===== config.mk =====
export PLATFORM = sky130hd
export DESIGN_NAME = uart_debug_ctrl
export DESIGN_NICKNAME = d
export VERILOG_FILES = /design/src/rtl/uart_debug_ctrl.sv
export SDC_FILE = /design/constraint.sdc
export NUM_CORES = 1
export LEC_CHECK = 0
export ABC_AREA = 0
export BUFFER_PORTS_ARGS = -buffer_cell sky130_fd_sc_hd__buf_4
export CORE_MARGIN = 10
export CORE_UTILIZATION = 40
export CTS_BUF_LIST = sky130_fd_sc_hd__clkbuf_4 sky130_fd_sc_hd__clkbuf_8
export DETAILED_ROUTE_END_ITERATION = 16
export SYNTH_ARGS = -nofsm -noshare
export SYNTH_HDL_FRONTEND = slang
export SYNTH_SLANG_ARGS = --single-unit

===== constraint.sdc =====
create_clock -name i_clock -period 3 [get_ports i_clock]
set_clock_uncertainty 0.2 [all_clocks]
set_input_delay 0.75 -clock i_clock [delete_from_list [all_inputs] [get_ports i_clock]]
set_output_delay 0.75 -clock i_clock [all_outputs]
set_load 0.05 [all_outputs]

===== src/rtl/uart_debug_ctrl.sv =====
// ---------------------------------------------------------------------------
// uart_debug_ctrl
//
// Debug controller sitting between the board UART and the MIPS core.
// After reset it assembles received UART bytes into instruction words and
// writes them into instruction memory until the halt word has been written
// (or the memory is full). It then accepts command bytes to free-run or
// single-step the core, and reports a status word back over the UART after
// each step and when the core halts.
//
// Ports:
//   i_clock        system clock (all state changes on its rising edge)
//   i_reset        synchronous, active-high reset
//   i_rx_done      one-cycle pulse, i_rx_data holds a received byte
//   i_rx_data      received byte
//   i_tx_available UART transmitter idle
//   o_tx_signal    one-cycle pulse to start transmitting o_tx_result
//   o_tx_result    byte to transmit (held until the next byte)
//   o_imem_we      instruction memory write strobe
//   o_imem_addr    instruction memory write address
//   o_imem_data    instruction memory write data
//   o_cpu_enable   core clock-enable
//   i_cpu_halt     core has retired the halt word (level)
//   i_status       word reported back to the host (PC or WB result)
//   o_state        current FSM state, for debug
//
// Optional feature (macro UART_DEBUG_TIMEOUT_EN):
//   When defined, a partial word held in LOAD is discarded if no further
//   byte arrives within TIMEOUT_CYCLES cycles. When undefined, a partial
//   word waits indefinitely.
// ---------------------------------------------------------------------------
module uart_debug_ctrl #(
    parameter int                         DATA_WIDTH      = 32,
    parameter int                         DATA_WIDTH_UART = 8,
    parameter int                         IMEM_DEPTH      = 64,
    parameter int                         MSB_FIRST       = 0,
    parameter logic [DATA_WIDTH-1:0]      HALT_WORD       = 32'hFC000000,
    parameter logic [DATA_WIDTH_UART-1:0] CMD_STEP_MODE   = 8'hFF,
    parameter logic [DATA_WIDTH_UART-1:0] CMD_STEP        = 8'hAA,
    parameter logic [DATA_WIDTH_UART-1:0] CMD_RUN         = 8'hCC
`ifdef UART_DEBUG_TIMEOUT_EN
    ,
    parameter int                         TIMEOUT_CYCLES  = 200000
`endif
) (
    input  logic                          i_clock,
    input  logic                          i_reset,
    input  logic                          i_rx_done,
    input  logic [DATA_WIDTH_UART-1:0]    i_rx_data,
    input  logic                          i_tx_available,
    output logic                          o_tx_signal,
    output logic [DATA_WIDTH_UART-1:0]    o_tx_result,
    output logic                          o_imem_we,
    output logic [$clog2(IMEM_DEPTH)-1:0] o_imem_addr,
    output logic [DATA_WIDTH-1:0]         o_imem_data,
    output logic                          o_cpu_enable,
    input  logic                          i_cpu_halt,
    input  logic [DATA_WIDTH-1:0]         i_status,
    output logic [2:0]                    o_state
);

    localparam int AW        = $clog2(IMEM_DEPTH);
    localparam int NUM_BYTES = DATA_WIDTH / DATA_WIDTH_UART;
    localparam int CW        = $clog2(NUM_BYTES + 1);

    localparam logic [CW-1:0] LAST_BYTE = CW'(NUM_BYTES - 1);
    localparam logic [AW-1:0] LAST_ADDR = AW'(IMEM_DEPTH - 1);

`ifdef UART_DEBUG_TIMEOUT_EN
    localparam int            TW       = $clog2(TIMEOUT_CYCLES + 1);
    localparam logic [TW-1:0] TMO_LAST = TW'(TIMEOUT_CYCLES - 1);
`endif

    typedef enum logic [2:0] {
        LOAD      = 3'd0,
        CMD       = 3'd1,
        RUN       = 3'd2,
        STEP_EXEC = 3'd3,
        SEND      = 3'd4,
        DONE      = 3'd5
    } state_t;

    typedef enum logic [1:0] {
        TX_WAIT_IDLE = 2'd0,
        TX_WAIT_FALL = 2'd1,
        TX_WAIT_RISE = 2'd2
    } tx_phase_t;

    state_t                     state_q,      state_d;
    logic [CW-1:0]              byte_cnt_q,   byte_cnt_d;
    logic [DATA_WIDTH-1:0]      word_q,       word_d;
    logic [AW-1:0]              addr_q,       addr_d;
    logic                       we_q,         we_d;
    logic [DATA_WIDTH-1:0]      wdata_q,      wdata_d;
    logic                       step_mode_q,  step_mode_d;
    logic                       done_flag_q,  done_flag_d;
    logic                       step_phase_q, step_phase_d;
    logic [DATA_WIDTH-1:0]      status_q,     status_d;
    logic [CW-1:0]              tx_cnt_q,     tx_cnt_d;
    tx_phase_t                  tx_phase_q,   tx_phase_d;
    logic                       tx_signal_q,  tx_signal_d;
    logic [DATA_WIDTH_UART-1:0] tx_result_q,  tx_result_d;
`ifdef UART_DEBUG_TIMEOUT_EN
    logic [TW-1:0]              tmo_q,        tmo_d;
`endif

    logic [DATA_WIDTH_UART-1:0] tx_byte;

    // Insert a new byte into the partial word. Shifting (rather than
    // indexing by the byte counter) leaves the first byte received at the
    // bottom for LSB-first order, or at the top for MSB-first order, once
    // the word is complete.
    function automatic logic [DATA_WIDTH-1:0] assemble(
        input logic [DATA_WIDTH-1:0]      w,
        input logic [DATA_WIDTH_UART-1:0] b
    );
        if (MSB_FIRST != 0)
            return (w << DATA_WIDTH_UART) | DATA_WIDTH'(b);
        else
            return (w >> DATA_WIDTH_UART) | (DATA_WIDTH'(b) << (DATA_WIDTH - DATA_WIDTH_UART));
    endfunction

    // The status register is shifted after every byte, so the byte to send
    // always sits at the same end of it.
    assign tx_byte = (MSB_FIRST != 0) ? status_q[DATA_WIDTH-1 -: DATA_WIDTH_UART]
                                      : status_q[DATA_WIDTH_UART-1:0];

    assign o_state      = state_q;
    assign o_imem_we    = we_q;
    assign o_imem_addr  = addr_q;
    assign o_imem_data  = wdata_q;
    assign o_tx_signal  = tx_signal_q;
    assign o_tx_result  = tx_result_q;
    // A step is a single enabled cycle followed by a settle cycle in which
    // the core's post-step status is captured.
    assign o_cpu_enable = (state_q == RUN) || ((state_q == STEP_EXEC) && !step_phase_q);

    always_ff @(posedge i_clock) begin
        if (i_reset) begin
            state_q      <= LOAD;
            byte_cnt_q   <= '0;
            word_q       <= '0;
            addr_q       <= '0;
            we_q         <= 1'b0;
            wdata_q      <= '0;
            step_mode_q  <= 1'b0;
            done_flag_q  <= 1'b0;
            step_phase_q <= 1'b0;
            status_q     <= '0;
            tx_cnt_q     <= '0;
            tx_phase_q   <= TX_WAIT_IDLE;
            tx_signal_q  <= 1'b0;
            tx_result_q  <= '0;
`ifdef UART_DEBUG_TIMEOUT_EN
            tmo_q        <= '0;
`endif
        end else begin
            state_q      <= state_d;
            byte_cnt_q   <= byte_cnt_d;
            word_q       <= word_d;
            addr_q       <= addr_d;
            we_q         <= we_d;
            wdata_q      <= wdata_d;
            step_mode_q  <= step_mode_d;
            done_flag_q  <= done_flag_d;
            step_phase_q <= step_phase_d;
            status_q     <= status_d;
            tx_cnt_q     <= tx_cnt_d;
            tx_phase_q   <= tx_phase_d;
            tx_signal_q  <= tx_signal_d;
            tx_result_q  <= tx_result_d;
`ifdef UART_DEBUG_TIMEOUT_EN
            tmo_q        <= tmo_d;
`endif
        end
    end

    always_comb begin
        state_d      = state_q;
        byte_cnt_d   = byte_cnt_q;
        word_d       = word_q;
        addr_d       = addr_q;
        we_d         = 1'b0;
        wdata_d      = wdata_q;
        step_mode_d  = step_mode_q;
        done_flag_d  = done_flag_q;
        step_phase_d = step_phase_q;
        status_d     = status_q;
        tx_cnt_d     = tx_cnt_q;
        tx_phase_d   = tx_phase_q;
        tx_signal_d  = 1'b0;
        tx_result_d  = tx_result_q;
`ifdef UART_DEBUG_TIMEOUT_EN
        tmo_d        = '0;
`endif

        case (state_q)
            LOAD: begin
`ifdef UART_DEBUG_TIMEOUT_EN
                // Idle time is only counted while a partial word is held;
                // any received byte restarts the count via the default.
                if ((byte_cnt_q != '0) && !i_rx_done) begin
                    if (tmo_q == TMO_LAST) begin
                        byte_cnt_d = '0;
                        word_d     = '0;
                    end else begin
                        tmo_d = tmo_q + 1'b1;
                    end
                end
`endif
                if (i_rx_done) begin
                    if (byte_cnt_q == LAST_BYTE) begin
                        we_d       = 1'b1;
                        wdata_d    = assemble(word_q, i_rx_data);
                        word_d     = '0;
                        byte_cnt_d = '0;
                    end else begin
                        word_d     = assemble(word_q, i_rx_data);
                        byte_cnt_d = byte_cnt_q + 1'b1;
                    end
                end
                // The write cycle is one cycle after the last byte; the
                // address advances and the exit decision is made as it ends.
                // The last memory slot does not wrap back to zero.
                if (we_q) begin
                    if (addr_q != LAST_ADDR) begin
                        addr_d = addr_q + 1'b1;
                    end
                    if ((wdata_q == HALT_WORD) || (addr_q == LAST_ADDR)) begin
                        state_d    = CMD;
                        byte_cnt_d = '0;
                        word_d     = '0;
                        we_d       = 1'b0;
                    end
                end
            end

            CMD: begin
                if (i_rx_done) begin
                    if (i_rx_data == CMD_STEP_MODE) begin
                        step_mode_d = 1'b1;
                    end else if (i_rx_data == CMD_STEP) begin
                        if (step_mode_q) begin
                            state_d      = STEP_EXEC;
                            step_phase_d = 1'b0;
                        end
                    end else if (i_rx_data == CMD_RUN) begin
                        state_d = RUN;
                    end
                end
            end

            RUN: begin
                if (i_cpu_halt) begin
                    status_d    = i_status;
                    done_flag_d = 1'b1;
                    state_d     = SEND;
                    tx_cnt_d    = '0;
                    tx_phase_d  = TX_WAIT_IDLE;
                end
            end

            STEP_EXEC: begin
                if (i_cpu_halt) begin
                    done_flag_d = 1'b1;
                end
                if (!step_phase_q) begin
                    step_phase_d = 1'b1;
                end else begin
                    step_phase_d = 1'b0;
                    status_d     = i_status;
                    state_d      = SEND;
                    tx_cnt_d     = '0;
                    tx_phase_d   = TX_WAIT_IDLE;
                end
            end

            SEND: begin
                // Each byte is a full handshake: pulse while the transmitter
                // is idle, then see it go busy and return to idle before the
                // next byte is offered.
                case (tx_phase_q)
                    TX_WAIT_IDLE: begin
                        if (i_tx_available) begin
                            tx_signal_d = 1'b1;
                            tx_result_d = tx_byte;
                            tx_phase_d  = TX_WAIT_FALL;
                        end
                    end
                    TX_WAIT_FALL: begin
                        if (!i_tx_available) begin
                            tx_phase_d = TX_WAIT_RISE;
                        end
                    end
                    TX_WAIT_RISE: begin
                        if (i_tx_available) begin
                            status_d   = (MSB_FIRST != 0) ? (status_q << DATA_WIDTH_UART)
                                                          : (status_q >> DATA_WIDTH_UART);
                            tx_phase_d = TX_WAIT_IDLE;
                            if (tx_cnt_q == LAST_BYTE) begin
                                tx_cnt_d = '0;
                                state_d  = done_flag_q ? DONE : CMD;
                            end else begin
                                tx_cnt_d = tx_cnt_q + 1'b1;
                            end
                        end
                    end
                    default: begin
                        tx_phase_d = TX_WAIT_IDLE;
                    end
                endcase
            end

            DONE: begin
                // Terminal until reset.
            end

            default: begin
                state_d = LOAD;
            end
        endcase
    end

endmodule


==> results.ini <==
[status]
status = finished clean

[synthesis]
postSynthCellCount = 545
syn_area_per_cell_um2 = 8.66
ys_seq_area_share_pct = 50.1
syn_nets = 593
ys_ff_latch = 118
yosysTopAreaCell = dfxtp_1
synth_cell_types = 56
yosysTopAreaCellShare_pct = 50.1
syn-cell-area_um2 = 4720
synth_edf_count = 0
synth_ff_type = dfxtp_1
yosys_warnings = 0
ys_async_sr_fraction_pct = 0
synth_area_leaders = dfxtp_1 50%, nand2_1 8.4%, a21oi_1 4.8%

[final_layout]
drive_above_1_share_pct = 22.8
area_growth_pct = 27.7
final_cell_mix = 118 x dfxtp_1, 106 x nand2_1, 106 x buf_4, 55 x nor2_1, 45 x a21oi_1
final_common_cell = dfxtp_1
fin_cells = 784
diodes = 0
fin_nets = 678
finish.utilization_pct = 52.5

[worst_setup_path]
worstPathArrival_ns = 1.73
crit_path_max_incr_delay_ns = 0.59
crit_buf_inv = 1
cp-end-kind = output port
critical_path.slowest_cell = dfxtp_1
start_kind = flip-flop
worstPathRequired_ns = 2.05
critPathKind = flip-flop to output port
crit_chain = nor2b_1 -> a21boi_1 -> buf_4
crit_fanout = 13
path_delay_family = flip-flops

[floorplan]
fp-row-count = 39
die-area_um2 = 16500
die_h_um = 129
ioPinCount = 97
initial_core_util_pct = 41.1
core_um2 = 11500
fp.dieW_um = 129

[timing]
post-route-min-period_ns = 2.68
rsz0062_at_grt = false
slew_violations = 0
relSlewSlack_pct = 24.4
fmax_mhz = 374
finalHoldViolations = 0
setup_viol = 0
period_share_pct = 89.2
worst_pin_slew_ns = 1.13
tns_ns = 0

[clock_tree]
cts_setup_buffers = 0
path_clk_slew_ns = 0.07
post_cts_resized = 0
cts_tree = done
htreeDepth = 4
cts.sinks = 118
clk_root_buffer_cell = clkbuf_8
numCtsBuffers = 17
insertion_delay_ns = 0.43
clock_path_buffers = 2
holdBufCountCts = 0

[detailed_routing]
drt_iter0_markers = 342
dr_wl_met2_um = 5580
routed_wl_um = 12500
drc = 0
m1WireLength_um = 5940
dr.max_layer_used = met4
routedWlPerCell_um = 16.0
via_per_inst = 5.34
num_vias = 4187
wl_met3_um = 786
antenna_left = 0
firstDrtPassIters = 5

[power_and_ir_drop]
switchingPower_w = 0.000850
pwr_density_cell_nw_per_um2 = 603
seqPwrFrac_pct = 46.2
peakVddDrop_mv = 0.329
internal-power_w = 0.00278
power_frac_comb_pct = 8.9
switching_share_pct = 23.4
clockPowerShare_pct = 44.9
p_leak_nw = 2.42

[min_path]
hold_class = flip-flop to flip-flop

[placed_design]
place.gp.congestion = 0.807
place_inst = 754
hpwl_um = 8890
port_buffers = 96

[global_routing]
first_global_vias = 4061
grtUsageTotal_pct = 15.2
antenna_found_initial = 0
grt_first_pass_wirelength_um = 20500
gr-total-overflow = 0
grt_max_degree = 52

[run]
max_cap_viol_count = 0

-- per-layer routing --
metal / vias to the layer above / GRT usage, %
met5: - / 0
met4: 0 / 5.70
met3: 20 / 5.50
met2: 94 / 21.9
met1: 1947 / 20.2
li1: 2126 / -
-- cell families (layout without fill, tap and decap cells) --
logic type | count (synthesis) | in the layout | synth area share, %
simple gates | 239 | 239 | 23.0
compound gates | 126 | 126 | 19.5
flops | 118 | 118 | 50.1
buf+inv | 44 | 140 | 3.66
mux | 10 | 10 | 2.12
xor+xnor | 5 | 5 | 0.928
fa+ha+maj | 3 | 3 | 0.796
-- cells in the mapped netlist (2+ instances only) --
cell,instances
a21o_1,2
a21oi_1,45
a22o_1,22
a22oi_1,8
a311oi_1,25
and2_1,3
buf_2,6
clkbuf_1,34
dfxtp_1,118
ha_1,3
inv_1,4
mux2i_1,10
nand2_1,106
nand2b_1,3
nand3_1,30
nand3b_1,4
nand4_1,6
nor2_1,57
nor2b_1,5
nor3_1,3
nor4_1,7
o21ai_0,3
o21ai_1,2
o21bai_1,2
or2_1,2
or4b_1,2
xor2_1,4
-- power groups by stage --
stage	Clock [W]	Sequential [W]	Combinational, W
2_1_floorplan	0	0.00171	0.000201
3_3_place_gp	0	0.00171	0.000320
3_5_place_dp	0	0.00171	0.000324
4_1_cts	0.00166	0.00168	0.000325
5_1_grt	0.00174	0.00169	0.000361
6_report	0.00163	0.00168	0.000324
-- flip-flops by register name, indices dropped and copies added (netlist names) --
signal        flops
byte_cnt_q        3
o_imem_we         1
word_q           24
tx_phase_q        2
o_state           3
o_imem_addr       6
o_imem_data      32
status_q         32
o_tx_result       8
step_phase_q      1
o_tx_signal       1
tx_cnt_q          3
step_mode_q       1
done_flag_q       1
-- worst reg2reg max path, stage by stage (launching register included) --
cell and delay, ns:
dfxtp_1 0.46, nor3_2 0.36, nand2_1 0.25, a2111oi_4 1.05, a22o_1 0.25
-- final cells by class --
cell class | instances | area [um^2]
fillers | 1078 | 5440
clock buffers | 23 | 310
flip-flops and latches | 118 | 2360
inverters | 4 | 15.0
multi-input cells | 383 | 2220
repair buffers | 106 | 796
well taps | 143 | 179
clock inverters | 7 | 143
-- final timing paths --
check | from | depth (start not counted) | slack (ns) | end
setup / recovery | o_state[1]$_SDFFE_PP0P_ | 3 | 0.32 | o_cpu_enable
hold / removal | done_flag_q$_SDFFE_PP0P_ | 2 | 0.25 | done_flag_q$_SDFFE_PP0P_
setup reg to reg | o_state[0]$_SDFFE_PP0P_ | 4 | 0.38 | word_q[10]$_SDFFE_PP0N_
hold reg to reg | done_flag_q$_SDFFE_PP0P_ | 2 | 0.25 | done_flag_q$_SDFFE_PP0P_
-- per-stage QoR --
stage / area [um^2] / setup WS, ns / total power, W / hold slack [ns]
4_1_cts: 6020 / 0.329 / 0.00366 / 0.251
6_report: 6020 / 0.324 / 0.00363 / 0.250
5_1_grt: 6020 / 0.0778 / 0.00378 / 0.278
3_3_place_gp: 5570 / 0.446 / 0.00203 / 0.230
2_1_floorplan: 4720 / 0.106 / 0.00191 / 0.218
3_5_place_dp: 5570 / 0.420 / 0.00204 / 0.238
No activity file was read; power rests on OpenSTA's default activity.
